<file path="config.mk">
export PLATFORM = sky130hd
export DESIGN_NAME = mic_volume_history
export DESIGN_NICKNAME = d
export VERILOG_FILES = /design/src/rtl/volume_pkg.sv /design/src/rtl/mic_peak_window.sv /design/src/rtl/mic_volume_history.sv
export SDC_FILE = /design/constraint.sdc
export NUM_CORES = 1
export LEC_CHECK = 0
export BUFFER_PORTS_ARGS = -buffer_cell sky130_fd_sc_hd__buf_2
export CAP_MARGIN = 20
export CORE_MARGIN = 5
export CORE_UTILIZATION = 25
export DETAILED_ROUTE_END_ITERATION = 7
export HOLD_SLACK_MARGIN = 0.03
export PLACE_DENSITY = 0.5
export SLEW_MARGIN = 10
export SYNTH_ARGS = -nofsm -noshare
export SYNTH_HDL_FRONTEND = slang
export SYNTH_SLANG_ARGS = --single-unit
</file>
<file path="constraint.sdc">
create_clock -name clk -period 8.6 [get_ports clk]
set_clock_uncertainty 0.1 [all_clocks]
set_input_delay 0.43 -clock clk [delete_from_list [all_inputs] [get_ports clk]]
set_output_delay 0.43 -clock clk [all_outputs]
set_load 0.02 [all_outputs]
</file>
<file path="src/rtl/volume_pkg.sv">
// Shared types and constants for the mic volume history block.
package volume_pkg;
  localparam int LEVEL_W     = 4;
  localparam int HIST_DEPTH  = 16;
  localparam int SAMPLE_W    = 12;
  localparam int MIC_MID     = 2048;
  localparam int QUANT_SHIFT = 7;

  typedef logic [LEVEL_W-1:0] level_t;

  typedef enum logic [1:0] {
    S_ACCUM = 2'd0,
    S_QUANT = 2'd1,
    S_PUSH  = 2'd2
  } state_t;

  // Peak amplitude to bar height; amplitudes above the top bar saturate.
  function automatic level_t quantise(input logic [SAMPLE_W-1:0] amp);
    logic [SAMPLE_W-1:0] s;
    s = amp >> QUANT_SHIFT;
    if (s > SAMPLE_W'((1 << LEVEL_W) - 1)) return level_t'((1 << LEVEL_W) - 1);
    return s[LEVEL_W-1:0];
  endfunction
endpackage

</file>
<file path="src/rtl/mic_peak_window.sv">
// Per-window peak amplitude tracker: |sample - midpoint| max over WINDOW valid samples,
// with a terminal-sample strobe and the closing peak held in r_peak_q.
module mic_peak_window
  import volume_pkg::*;
#(
  parameter int WINDOW  = 4000,
  parameter int MIC_MID_P = MIC_MID
) (
  input  logic                clk,
  input  logic                rst,
  input  logic                i_sample_valid,
  input  logic [SAMPLE_W-1:0] i_mic_sample,
  output logic                o_term,
  output logic [SAMPLE_W-1:0] o_peak_q
);
  localparam int CNT_W = $clog2(WINDOW);

  logic [SAMPLE_W-1:0] w_mid;
  logic [SAMPLE_W-1:0] w_amp;
  logic [SAMPLE_W-1:0] w_peak_next;
  logic [SAMPLE_W-1:0] r_peak;
  logic [SAMPLE_W-1:0] r_peak_q;
  logic [CNT_W-1:0]    r_win_cnt;
  logic                w_term;

  assign w_mid       = SAMPLE_W'(MIC_MID_P);
  assign w_amp       = (i_mic_sample >= w_mid) ? (i_mic_sample - w_mid) : (w_mid - i_mic_sample);
  assign w_peak_next = (w_amp > r_peak) ? w_amp : r_peak;
  assign w_term      = i_sample_valid && (r_win_cnt == CNT_W'(WINDOW - 1));

  // The terminal sample belongs to the closing window, so peak_q takes w_peak_next.
  always_ff @(posedge clk) begin
    if (rst) begin
      r_peak    <= '0;
      r_peak_q  <= '0;
      r_win_cnt <= '0;
    end else if (i_sample_valid) begin
      if (w_term) begin
        r_peak_q  <= w_peak_next;
        r_peak    <= '0;
        r_win_cnt <= '0;
      end else begin
        r_peak    <= w_peak_next;
        r_win_cnt <= r_win_cnt + CNT_W'(1);
      end
    end
  end

  assign o_term   = w_term;
  assign o_peak_q = r_peak_q;
endmodule

</file>
<file path="src/rtl/mic_volume_history.sv">
// Mic loudness levels with a 16-deep scrolling history and registered column read port.
// Optional decaying peak-hold marker when PEAK_HOLD_EN is defined.
module mic_volume_history
  import volume_pkg::*;
#(
  parameter int WINDOW    = 4000,
  parameter int MIC_MID_P = MIC_MID
) (
  input  logic                clk,
  input  logic                rst,
  input  logic                sample_valid,
  input  logic [SAMPLE_W-1:0] mic_sample,
  input  logic                freeze,
  input  logic [3:0]          col_idx,
  output logic [LEVEL_W-1:0]  col_level,
  output logic [LEVEL_W-1:0]  cur_level,
  output logic                level_valid,
  output logic [LEVEL_W-1:0]  hold_level
);
  // state   | meaning
  // S_ACCUM | collecting samples, waiting for the terminal sample
  // S_QUANT | quantise the closed window's peak into cur_level
  // S_PUSH  | pulse level_valid and scroll history unless frozen

  generate
    if (WINDOW < 3) begin : g_window_check
      $error("mic_volume_history: WINDOW must be >= 3");
    end
  endgenerate

  logic                w_term;
  logic [SAMPLE_W-1:0] w_peak_q;
  state_t              r_state;
  level_t              r_cur_level;
  logic                r_level_valid;
  level_t              r_col_level;
  level_t              r_hist [HIST_DEPTH];

  mic_peak_window #(
    .WINDOW    (WINDOW),
    .MIC_MID_P (MIC_MID_P)
  ) u_peak (
    .clk            (clk),
    .rst            (rst),
    .i_sample_valid (sample_valid),
    .i_mic_sample   (mic_sample),
    .o_term         (w_term),
    .o_peak_q       (w_peak_q)
  );

  always_ff @(posedge clk) begin
    if (rst) begin
      r_state       <= S_ACCUM;
      r_cur_level   <= '0;
      r_level_valid <= 1'b0;
      for (int i = 0; i < HIST_DEPTH; i++) r_hist[i] <= '0;
    end else begin
      r_level_valid <= 1'b0;
      case (r_state)
        S_ACCUM: if (w_term) r_state <= S_QUANT;
        S_QUANT: begin
          r_cur_level <= quantise(w_peak_q);
          r_state     <= S_PUSH;
        end
        S_PUSH: begin
          r_level_valid <= 1'b1;
          if (!freeze) begin
            for (int i = HIST_DEPTH - 1; i > 0; i--) r_hist[i] <= r_hist[i-1];
            r_hist[0] <= r_cur_level;
          end
          r_state <= S_ACCUM;
        end
        default: r_state <= S_ACCUM;
      endcase
    end
  end

  // Reads coinciding with a shift see the pre-shift contents.
  always_ff @(posedge clk) begin
    if (rst) r_col_level <= '0;
    else     r_col_level <= r_hist[col_idx];
  end

`ifdef PEAK_HOLD_EN
  level_t r_hold;

  // Decays by one per committed window; updated even while frozen.
  always_ff @(posedge clk) begin
    if (rst) begin
      r_hold <= '0;
    end else if (r_state == S_PUSH) begin
      r_hold <= (r_cur_level >= r_hold) ? r_cur_level : r_hold - level_t'(1);
    end
  end

  assign hold_level = r_hold;
`else
  assign hold_level = '0;
`endif

  assign col_level   = r_col_level;
  assign cur_level   = r_cur_level;
  assign level_valid = r_level_valid;
endmodule
</file>
Yosys cells after proc, flatten, opt, wreduce, memory -nomap -nowiden
Memory sizes are Yosys's and may differ from the RTL's. A register that Yosys moved wholly into a read port is not among the register bits.
Index checks and enable logic that the tools add are counted.
{"block": "totals", "regBits": 43, "ramBits": 64, "input_bits": 20, "out_inout_bits": 13, "word_cells": 70, "mem_count": 1}
{"memory": "r_hist", "depth": 16, "width": 4, "rd": 16, "rd_ports_with_merged_regs": 1, "wr": 16, "line_no": "mic_volume_history.sv:37", "source": "level_t r_hist [HIST_DEPTH];"}
{"block": "op_classes", "addsub": 3, "n_lt_le_gt_ge": 3, "n_eq_ne": 4, "mux": 34, "bitwise": 16, "n_reduce_logical": 3}
{"cell": "$mux 4", "n": 18}
{"cell": "$mux 12", "n": 4}
{"cell": "$or 1x1->1", "n": 16}
{"cell": "$add 12x1->12 const B", "n": 1}
{"cell": "$eq 12x12->1 const B", "n": 1}
{"cell": "$ge 12x12->1 const B", "n": 1}
{"cell": "$gt 12x12->1", "n": 1}
{"cell": "$sub 12x12->12 const A", "n": 1}
{"cell": "$sub 12x12->12 const B", "n": 1}
{"cell": "$mux 1", "n": 10}
{"cell": "$gt 5x4->1 const B", "n": 1}
{"cell": "$pmux 2 s2", "n": 1}
{"cell": "$eq 2x1->1 const B", "n": 1}
{"cell": "$eq 2x2->1 const B", "n": 1}
{"cell": "$logic_not 2->1", "n": 1}
{"cell": "$mux 2", "n": 1}
{"cell": "$ne 2x1->1 const B", "n": 1}
{"cell": "$reduce_and 2->1", "n": 1}
{"cell": "$logic_and 1x1->1", "n": 1}

Depth between registers and ports, before layout
{"block": "logic_depth", "word_depth": 5, "ltp_mapped": 13}

Cells and area by module
From an unflattened synthesis, not the netlist that was laid out.
{"block": "unflattened", "hier_cells": 478, "area_unflattened_um2": 5565.3}
{"mod": "mic_volume_history", "instances": 1, "cells_each": 223, "area_per_inst_um2": 3266.9, "seq_area_each_um2": 2142.1}
{"mod": "mic_peak_window", "instances": 1, "cells_each": 255, "area_per_inst_um2": 2298.5, "seq_area_each_um2": 720.7}

Least setup slack after synthesis
Ideal clock, no wire load.
{"block": "synth_path", "path_type": "reg2reg", "start": "reg r_state[0]", "end": "mem r_hist[0][0] in the netlist's numbering, enable pin", "arrival_ns": 3.446, "t_required_ns": 8.001, "slack_ns": 4.555, "path_stages_with_launch": 3, "synth_period_minus_slack_ns": 4.045, "path_cell_list": "dfxtp_1 -> nand2b_1 -> o21bai_1"}
{"element": "start, declared", "line_no": "mic_volume_history.sv:33", "source": "state_t r_state;"}
{"element": "start signal, assigned", "line_no": "mic_volume_history.sv:53", "source": "r_state <= S_ACCUM;"}
{"element": "start signal, assigned", "line_no": "mic_volume_history.sv:60", "source": "S_ACCUM: if (w_term) r_state <= S_QUANT;"}
{"element": "start signal, assigned", "line_no": "mic_volume_history.sv:63", "source": "r_state <= S_PUSH;"}
{"element": "end, declared", "line_no": "mic_volume_history.sv:37"}

Worst setup path after layout
{"block": "layout_path", "start": "in mic_sample[2]", "end": "reg u_peak.r_peak[9]"}
{"block": "layout_via", "elab_chain_cells": 5, "elab_cells_between_ends": 7}
{"element": "start, declared", "line_no": "mic_volume_history.sv:12", "source": "input logic [SAMPLE_W-1:0] mic_sample,"}
{"element": "$sub 12x12->12 / $ge 12x12->1 (equally long branches)", "line_no": "mic_peak_window.sv:27", "source": "assign w_amp = (i_mic_sample >= w_mid) ? (i_mic_sample - w_mid) : (w_mid - i_mic_sample);"}
{"element": "$mux 12 (*)", "line_no": "mic_peak_window.sv:27"}
{"element": "$gt 12x12->1", "line_no": "mic_peak_window.sv:28", "source": "assign w_peak_next = (w_amp > r_peak) ? w_amp : r_peak;"}
{"element": "$mux 12 (*)", "line_no": "mic_peak_window.sv:28"}
{"element": "$mux 12 (*)", "line_no": "mic_peak_window.sv:38", "source": "if (w_term) begin"}
{"element": "end signal, assigned", "line_no": "mic_peak_window.sv:43", "source": "r_peak <= w_peak_next;"}
{"element": "end, declared", "line_no": "mic_peak_window.sv:21", "source": "logic [SAMPLE_W-1:0] r_peak;"}
Mark *: on every way between the ends. The rest lies on a longest branch, timed or not.
A chain may end at the register's enable or synchronous reset.

==> metrics.log <==
INFO  metric reg2reg_from = u_peak.r_peak[7]
INFO  metric synth_edf_count = 64
INFO  metric hold_end = u_peak.r_peak[0]
INFO  metric critPathArrivalTime = 3540 ps
INFO  metric gpl.final_weighted_congestion = approximately 0.8
INFO  metric grt_pass1_vias = 3104
INFO  metric hp-start = mic_sample[0]
INFO  metric post-synth-top-area-cell = sky130_fd_sc_hd__edfxtp_1
INFO  metric synth_area_in_compound_gates = 0.0553
INFO  metric layout.cells.most_common = sky130_fd_sc_hd__and2_1
INFO  metric synth_fa_ha_area_frac = 0.0355
INFO  metric grt_setup_unrepaired = false
INFO  metric io-pin-count = 33
INFO  metric footprint_of_the_flip_flops_and_latches = 0.00272 mm²
INFO  metric io_buffers = 28
INFO  metric muxShareOfSynthArea = 0.106
INFO  metric viasPerCell = 4.42
INFO  metric run_status = finished, final reports clean
INFO  metric synth_cells = 402
INFO  metric worst-setup-path-type = in -> reg
INFO  metric final_hold_violation_count = 0
INFO  metric ys_top_cells_by_area = sky130_fd_sc_hd__edfxtp_1, sky130_fd_sc_hd__dfxtp_1, sky130_fd_sc_hd__and2_1, sky130_fd_sc_hd__mux4_2, sky130_fd_sc_hd__ha_1
INFO  metric timing.slew.headroom = 0.450
INFO  metric crit_path_start_kind = input pin
INFO  metric drt_first_iter_violations = ~220
INFO  metric finalWirelength = 9370 µm
INFO  metric path_max_fanout = 16
INFO  metric post_synth_num_cell_types = 45
INFO  metric cpMaxStageDelayCell = sky130_fd_sc_hd__a21oi_2
INFO  metric synth-main-ff-cell = sky130_fd_sc_hd__edfxtp_1
INFO  metric final_min_period_over_clock_period = 0.400
INFO  metric synth_largest_type_area_fraction = 0.390
INFO  metric vias = 3053
INFO  metric postLayoutCellArea = between 0.005 and 0.006 mm²
INFO  metric finalSetupTns = 0 ps
INFO  metric design.final.nets = 455
INFO  metric antenna_cells = 0
INFO  metric cp_top_family = compound AO/OA/AOI/OAI gates
INFO  metric worstSkewPairLatency = about 340 ps
INFO  metric regToRegSetupSlack = 5960 ps
INFO  metric seq_area_frac_synth = 0.552
INFO  metric flow.area_growth_from_synthesis = 13.5%
INFO  metric synth_xor_xnor_area_share = 0.0337
INFO  metric ctsRootBufferMaster = sky130_fd_sc_hd__clkbuf_16
INFO  metric worstMarginPinSlew = 825 ps
INFO  metric core_area = just under 0.02 mm²
INFO  metric crit_path_end_kind = register
INFO  metric vdd_drop_max = about 0.000073 V
INFO  metric multiInputGateArea = 0.00202 mm²
INFO  metric worst_r2r_endpoint = u_peak.r_peak[9]
INFO  metric floorplan.rows = 51
INFO  metric grt_antenna_before_repair = 0
INFO  metric placement.cell_area = 0.00532 mm²
INFO  metric floorplan.initialDensity = 0.253
INFO  metric required_arrival_time_at_the_worst_endpoint = 8700 ps
INFO  metric whs_path_depth = 3
INFO  metric period_minus_slack = 3440 ps
INFO  metric clk_path_buf_depth = 2
INFO  metric synth_async_sr_flop_share = 0
INFO  metric cp_num_buf_inv = 2
INFO  metric syn_area = about 0.005 mm²
INFO  metric r2r_cells = 8
INFO  metric slowest_cell_delay_on_critical_path = 620 ps
INFO  metric postCtsResizedCells = 0
INFO  metric maximum_number_of_pins_on_one_net_before_global_route_repair = 65
INFO  metric synth_seq_cells = 104
INFO  metric hpwl = 6110 µm
INFO  metric post_route_utilization = 0.287
INFO  metric die-area = 0.0226 mm²
INFO  metric dominant_combinational_cell_family_by_area_after_synthesis = simple AND/OR/NAND/NOR gates
INFO  metric power.leakage = 2.07 nW
INFO  metric post-cts-setup-buffers = 0
INFO  metric drt-wirelength-per-cell = 13.6 µm
INFO  metric mostFrequentLayoutCells = sky130_fd_sc_hd__and2_1, sky130_fd_sc_hd__edfxtp_1, sky130_fd_sc_hd__dfxtp_1
INFO  metric clock_sink_count = approximately 100
INFO  metric drc = 0
INFO  metric fp.dieW = 150 µm
INFO  metric cts_hold_buf = 0
INFO  metric clk_pin_slew_worst_paths = approximately 70 ps
INFO  metric yosysWarningCount = 0
INFO  metric antenna_violating_nets_left = 0
INFO  metric setup-violations-final = 0
INFO  metric cts-buffers-inserted = 9
INFO  metric synthesized_area_fraction_occupied_by_and_or_nand_nor_cells = 0.173
INFO  metric power.density = around 190 mW/mm²
INFO  metric cts_tree = yes
INFO  metric timing.final.max_slew_violations = 0
INFO  metric gr-usage-all-layers = 0.0878
INFO  metric filler_cell_count = 1984
INFO  metric grt_first_pass_wirelength = ~16000 µm
INFO  metric floorplan.die.height = 150 µm
INFO  metric cp_cell_sequence = buf_2 -> nor3_1 -> and3_1 -> a21oi_1 -> xnor2_1 -> inv_1 -> ha_1 -> nand4_1 -> nor2_1 -> o21ai_0 -> a21oi_2 -> o21a_1 -> o32ai_1
INFO  metric gr-total-overflow = 0
INFO  metric drv_cap = 0
INFO  metric ctsHtreeMaxLevel = 3
INFO  metric drt_pass1_iterations = 4
INFO  metric fmaxAchievable = 0.290 GHz
INFO  metric worst_hold_path_type = in -> reg
INFO  metric layout-drive-gt1-share = 0.143
INFO  metric mean_instance_size_in_the_synthesized_netlist = 12.3 µm²
metal layers:
layer  global-route usage  up-vias  routed length, µm
met2                0.144       51               4430
li1                     -     1482                  -
met1                0.113     1510               4570
met3               0.0226       10                273
met5                    0        -                  0
met4               0.0297        0                 94
how the worst max path moves through the flow:
| stage | cells past startpoint | end | slack [ps] | startpoint |
|---|---|---|---|---|
| floorplan | 2 | r_hist[0][0] | 4550 | r_state[0] |
| global placement | 13 | u_peak.r_peak[11] | 4930 | mic_sample[2] |
| detailed placement | 13 | u_peak.r_peak[2] | 4830 | mic_sample[2] |
| CTS | 13 | u_peak.r_peak[2] | 5210 | mic_sample[2] |
| global route | 13 | u_peak.r_peak[11] | 4730 | mic_sample[2] |
| finish | 13 | u_peak.r_peak[9] | 5160 | mic_sample[2] |
through the flow:
step | setup slack [ps] | hold WS, ps | power, mW | instances
global placement | 4930 | 321 | 0.674 | 675
global route | 4730 | 320 | 1.11 | 691
detailed placement | 4830 | 327 | 0.678 | 675
CTS | 5210 | 288 | 1.07 | 691
finish | 5160 | 299 | 1.06 | 691
floorplan | 4550 | 306 | 0.650 | 405
worst reg2reg max path, stage by stage, from the launching register on:
cell                       delay, ps
sky130_fd_sc_hd__dfxtp_1         340
sky130_fd_sc_hd__inv_1            70
sky130_fd_sc_hd__ha_1            320
sky130_fd_sc_hd__nand2_1          50
sky130_fd_sc_hd__o21ai_0         210
sky130_fd_sc_hd__a221oi_1        140
sky130_fd_sc_hd__a21oi_2         610
sky130_fd_sc_hd__o21a_1          530
sky130_fd_sc_hd__o32ai_1         140
report_power, final:
| group | switching [mW] | internal, mW |
|---|---|---|
| Sequential | 0.00833 | 0.548 |
| Clock | 0.170 | 0.223 |
| Combinational | 0.0665 | 0.0448 |
sequential cells by signal (all words and copies together), names as in the netlist:
signal	flops
u_peak.o_peak_q	5
u_peak.r_peak	12
r_hist	64
u_peak.r_win_cnt	12
level_valid	1
col_level	4
r_state	2
cur_level	4
Yosys cell counts, types with 2 or more instances:
cell type                  number
sky130_fd_sc_hd__and2_1        65
sky130_fd_sc_hd__edfxtp_1      64
sky130_fd_sc_hd__dfxtp_1       40
sky130_fd_sc_hd__nor2_1        32
sky130_fd_sc_hd__inv_1         22
sky130_fd_sc_hd__clkbuf_1      14
sky130_fd_sc_hd__ha_1          14
sky130_fd_sc_hd__mux4_2        14
sky130_fd_sc_hd__xor2_1        13
sky130_fd_sc_hd__nand4_1       12
sky130_fd_sc_hd__a21oi_1        8
sky130_fd_sc_hd__nor2b_1        8
sky130_fd_sc_hd__a211oi_1       7
sky130_fd_sc_hd__nand2_1        7
sky130_fd_sc_hd__nand3_1        7
sky130_fd_sc_hd__o31ai_1        7
sky130_fd_sc_hd__mux4_1         6
sky130_fd_sc_hd__xnor2_1        6
sky130_fd_sc_hd__and3_1         5
sky130_fd_sc_hd__buf_4          4
sky130_fd_sc_hd__mux2i_1        4
sky130_fd_sc_hd__nand2b_1       4
sky130_fd_sc_hd__nor3_1         4
sky130_fd_sc_hd__nor4_1         4
sky130_fd_sc_hd__o32ai_1        4
sky130_fd_sc_hd__a31oi_1        3
sky130_fd_sc_hd__buf_1          3
sky130_fd_sc_hd__buf_2          2
sky130_fd_sc_hd__o21ai_0        2
sky130_fd_sc_hd__o22ai_1        2
logic make-up after synthesis:
family / count (synthesis)
simple gates: 153
fa+ha+maj: 14
compound gates: 39
buf+inv: 47
other cells: 1
xor+xnor: 19
mux: 25
flops: 104
final cells by class:
| cell class | count | area share |
|---|---|---|
| sequential | 104 | 0.487 |
| multi-input combinational | 254 | 0.362 |
| clock inverter | 5 | 0.00850 |
| timing repair buffer | 30 | 0.0277 |
| inverter | 22 | 0.0148 |
| tap | 265 | 0.0593 |
| clock buffer | 11 | 0.0416 |
No activity file was read; power rests on OpenSTA's default activity.
